`config.mk`:
```
export PLATFORM = sky130hd
export DESIGN_NAME = pipe_skid_buffer
export DESIGN_NICKNAME = d
export VERILOG_FILES = /design/src/rtl/pipe_pkg.sv /design/src/rtl/pipe_data_reg.sv /design/src/rtl/pipe_skid_buffer.sv
export SDC_FILE = /design/constraint.sdc
export NUM_CORES = 1
export LEC_CHECK = 0
export BUFFER_PORTS_ARGS = -buffer_cell sky130_fd_sc_hd__buf_2
export CORE_ASPECT_RATIO = 1.75
export CORE_MARGIN = 3
export CORE_UTILIZATION = 30
export CTS_CLUSTER_DIAMETER = 30
export DETAILED_ROUTE_END_ITERATION = 8
export GPL_TIMING_DRIVEN = 0
export SLEW_MARGIN = 30
export SYNTH_ARGS = -nofsm -noshare
export SYNTH_HDL_FRONTEND = slang
export SYNTH_SLANG_ARGS = --single-unit
```
`constraint.sdc`:
```
create_clock -name clk -period 2.5 [get_ports clk]
set_input_delay 0.5 -clock clk [delete_from_list [all_inputs] [get_ports clk]]
set_output_delay 0.5 -clock clk [all_outputs]
set_load 0.03 [all_outputs]
```
`src/rtl/pipe_pkg.sv`:
```
// pipe_pkg: shared state encoding and default payload
// width for the elastic pipeline register.
package pipe_pkg;

    localparam logic [1:0] ST_EMPTY = 2'd0;
    localparam logic [1:0] ST_BUSY  = 2'd1;
    localparam logic [1:0] ST_FULL  = 2'd2;

    localparam int PIPE_W = 32;

    typedef enum logic [1:0] {
        S_EMPTY = ST_EMPTY,
        S_BUSY  = ST_BUSY,
        S_FULL  = ST_FULL
    } pipe_state_t;

endpackage

```
`src/rtl/pipe_data_reg.sv`:
```
// pipe_data_reg: WIDTH-bit payload register with load
// enable and asynchronous clear.
module pipe_data_reg
    import pipe_pkg::*;
#(
    parameter int WIDTH = PIPE_W
) (
    input  logic             clk,
    input  logic             rst,
    input  logic             ld,
    input  logic [WIDTH-1:0] d,
    output logic [WIDTH-1:0] q
);

    always_ff @(posedge clk or posedge rst) begin
        if (rst) begin
            q <= '0;
        end else if (ld) begin
            q <= d;
        end
    end

endmodule

```
`src/rtl/pipe_skid_buffer.sv`:
```
// pipe_skid_buffer: two-entry elastic stage register with
// registered-only outputs and a flush for redirects.
module pipe_skid_buffer
    import pipe_pkg::*;
#(
    parameter int WIDTH = PIPE_W
) (
    input  logic             clk,
    input  logic             rst,
    input  logic             flush,
    input  logic             in_valid,
    output logic             in_ready,
    input  logic [WIDTH-1:0] in_data,
    output logic             out_valid,
    input  logic             out_ready,
    output logic [WIDTH-1:0] out_data,
    output logic [1:0]       occupancy
);

    pipe_state_t      state_q;
    pipe_state_t      state_d;
    logic             main_ld;
    logic             skid_ld;
    logic [WIDTH-1:0] main_d;
    logic [WIDTH-1:0] main_q;
    logic [WIDTH-1:0] skid_q;
    logic             in_fire;
    logic             out_fire;

    assign in_ready  = (state_q != S_FULL);
    assign out_valid = (state_q != S_EMPTY);
    assign out_data  = main_q;
    assign in_fire   = in_valid & in_ready;
    assign out_fire  = out_valid & out_ready;

    always_comb begin
        occupancy = 2'd0;
        case (state_q)
            S_BUSY:  occupancy = 2'd1;
            S_FULL:  occupancy = 2'd2;
            default: occupancy = 2'd0;
        endcase
    end

    always_ff @(posedge clk or posedge rst) begin
        if (rst) begin
            state_q <= S_EMPTY;
        end else begin
            state_q <= state_d;
        end
    end

    always_comb begin
        state_d = state_q;
        main_ld = 1'b0;
        skid_ld = 1'b0;
        main_d  = in_data;
        case (state_q)
            S_EMPTY: begin
                if (in_fire) begin
                    state_d = S_BUSY;
                    main_ld = 1'b1;
                end
            end
            S_BUSY: begin
                if (in_fire && out_fire) begin
                    main_ld = 1'b1;
                end else if (in_fire) begin
                    state_d = S_FULL;
                    skid_ld = 1'b1;
                end else if (out_fire) begin
                    state_d = S_EMPTY;
                end
            end
            S_FULL: begin
                if (out_fire) begin
                    state_d = S_BUSY;
                    main_ld = 1'b1;
                    main_d  = skid_q;
                end
            end
            default: state_d = S_EMPTY;
        endcase
        // flushed entries keep stale payload; only validity is dropped
        if (flush) begin
            state_d = S_EMPTY;
            main_ld = 1'b0;
            skid_ld = 1'b0;
        end
    end

    pipe_data_reg #(.WIDTH(WIDTH)) u_main (
        .clk (clk),
        .rst (rst),
        .ld  (main_ld),
        .d   (main_d),
        .q   (main_q)
    );

    pipe_data_reg #(.WIDTH(WIDTH)) u_skid (
        .clk (clk),
        .rst (rst),
        .ld  (skid_ld),
        .d   (in_data),
        .q   (skid_q)
    );

endmodule

```
==> summary.md <==
| Metric | Value |
|---|---|
| Status | finished, final reports clean |
| Number of antenna diodes | 0 |
| Dpl hpwl | 4410 um |
| Final hold violations | 0 |
| Io pins | 73 |
| H-tree Lvls | 3 |
| Top-area cell type share of the netlist area | 52.1% |
| Slew Viols, Final | 0 |
| Slowest stage delay, CP | 460 ps |
| Yosys warns | 0 |
| Max frequency | 564 MHz |
| Initial Utilization | 30.8% |
| WP data required | 2000 ps |
| Syn Inst Count | 189 |
| Final Critical Period | 1770 ps |
| DRT iter0 DRCs | 44 |
| RSZ-0062 raised after global routing | false |
| Buffers added on ports | 72 |
| Maximum clock path buffer count | 2 |
| Gr ovfl total | 0 |
| Final TNS setup | 0 ps |
| Cts repair resizes | 0 |
| Number of synthesized register bits | 66 |
| Crit share post-route | 71.0% |
| Buffers & Inverters on Critical Path | 1 |
| Cell count after placement | 389 |
| Post-synth top cells | dfrtp_1 (66), mux2_4 (60), mux2_2 (29) |
| Hold slack | 139 ps |
| PD cells | 876 nW/um2 |
| Clock Power Share | 35.2% |
| Area growth from synthesis to layout | 26.6% |
| Initial antenna violation count | 0 |
| Pin count of the biggest net entering global routing | 45 |
| Num rows | 49 |
| Worst VDD drop | 452 uV |
| Vias in the first global route | 1,900 |
| Global-route wire length before repair | 10,100 um |
| Final total power | 3.51 mW |
| Cell taking the most area after synthesis | dfrtp_1 |
| Worst slew pin tran | 319 ps |
| WL/cell | 15.4 um |
| Die Wd | 83.7 um |
| ANT nets after route | 0 |
| Synthesized netlist net count | 226 |
| Arrival time at the worst endpoint | 1270 ps |
| Most common cell in the netlist | dfrtp_1 |
| Postcts setup bufs | 0 |
| DR vias/cell | 4.44 |
| Critical path, cell by cell | or2_2 > buf_2 |
| Int Pwr | 2.52 mW |
| Skew final | 7.35 ps |
| Nets | 310 |
| Leak Pwr | 2.01 nW |
| Mapped Avg Cell Area | 16.8 um2 |
| Sw Pwr | 0.994 mW |
| Fraction of final layout cells sized beyond drive strength 1 | 69.3% |
| CTS Sinks | 66 |
| Ys flop type | dfrtp_1 |
| CP top delay family | flip-flops |
| Clk_lat worst skew | 320 ps |
| Drt pass-1 iters | 2 |
| Vias | 1,794 |
| Die H | 142 um |
| Area contributors post-synth | dfrtp_1 (52%), mux2_4 (28%), mux2_2 (10%) |
| Filler cell count in the final layout | 1,007 |
| Post-CTS Hold Buffers | 0 |
| CTS tree | yes |
| Final setup viols | 0 |
| CTS buffer count | 9 |
| # Max-Cap Violations | 0 |
| Slowest-stage cell, CP | dfrtp_1 |
| Crit. End Element | output port |
| Sequential fraction of design power | 41.4% |
| Placer Congestion | 0.660 |
| Hold Crit Class | input port to async pin |
| Root Buffer | clkbuf_16 |
| Core ar. | 10,300 um2 |
| Clk pin slew, worst setup/hold paths | 60 ps |
| All-Layer GR Usage | 11.1% |
| Final WL | 6230 um |
| Critical path peak fanout | 6 |
| Logic gate share of total power | 23.4% |
| Net Sw Frac | 28.3% |
| Final Non-Filler Cells | 404 |
| Synth async-reset ratio | 100% |
| CP startpoint kind | flip-flop |
| Mapped Area | 3170 um2 |
| Relative slew slack | 78.7% |
| Yosys cell types | 20 |
| Setup CP Type | flip-flop to output port |
| Register area share after synthesis | 52.1% |
| DIE AREA | 11,900 um2 |
| Post-synth EDFFs | 0 |
| Drt drc | 0 |
-- per-layer routing --
layer  routed length [um]  vias up  GRT usage [%]
li1                     -      836              -
met1                 2590      900           13.3
met2                 3190       44           18.3
met3                  237       14           2.32
met4                  206        0           6.53
met5                    0        -              0
-- power groups by stage --
stage               combinational (mW)  sequential [mW]  clock [mW]
CTS                              0.838             1.46        1.29
detailed placement               0.837             1.47           0
floorplan                        0.406             1.66           0
global route                     0.874             1.49        1.34
global placement                 0.814             1.46           0
finish                           0.822             1.45        1.24
-- logic make-up after synthesis --
family / synth area share [%]
AO/OA/AOI/OAI: 1.18
buffers and inverters: 2.84
flip-flops: 52.1
multiplexers: 41.5
AND/OR/NAND/NOR: 2.33
-- worst paths after layout --
kind	startpoint	endpoint	slack (ps)	depth (start not counted)
setup / recovery	state_q[0]	out_valid	730	2
hold / removal	rst	u_skid.q[19]	140	2
setup reg to reg	state_q[1]	u_main.q[0]	760	5
hold reg to reg	u_skid.q[29]	u_skid.q[29]	490	1
max in group asynchronous	rst	u_main.q[9]	1830	3
min in group clk	in_data[9]	u_skid.q[9]	400	2
-- registers in the layout (all words and copies together), names as in the netlist --
name / count
state_q: 2
u_main.q: 32
u_skid.q: 32
-- layout make-up --
type | count | area [um2] | share of cell area (%)
inverters | 2 | 10.0 | 0.249
multi-input cells | 112 | 1430 | 35.6
clock buffers | 10 | 239 | 5.96
clock inverters | 5 | 55.1 | 1.37
flip-flops and latches | 66 | 1650 | 41.2
repair buffers | 73 | 388 | 9.67
plain buffers | 9 | 82.6 | 2.06
well taps | 127 | 159 | 3.96
-- metrics by stage --
stage | setup slack (ps) | cell area (um2) | util [%]
3_5_place_dp | 539 | 3720 | 36.1
5_1_grt | 652 | 4010 | 39.0
3_3_place_gp | -577 | 3690 | 35.8
2_1_floorplan | 345 | 3170 | -
6_report | 726 | 4010 | 39.0
4_1_cts | 706 | 4010 | 39.0
-- placed cells by master, fill, tap and decap left out, drive strengths merged --
cell type and count:
mux2 96, buf 82, dfrtp 66, clkbuf 10, nor2 3, and2b 2, clkinvlp 2, clkinv 2
a21oi 2, inv 2, nand3 1, nor2b 1, nand2 1, o21ai 1, nand2b 1, or2 1
nor3 1, mux2i 1, o21a 1, bufinv 1
-- worst register-to-register path, stage by stage, from the launching register on --
cell	delay, ps
dfrtp_1	410
and2b_1	260
nand2b_1	110
a21oi_4	290
buf_6	240
mux2_4	320
Power figures use the tool's default switching activity.
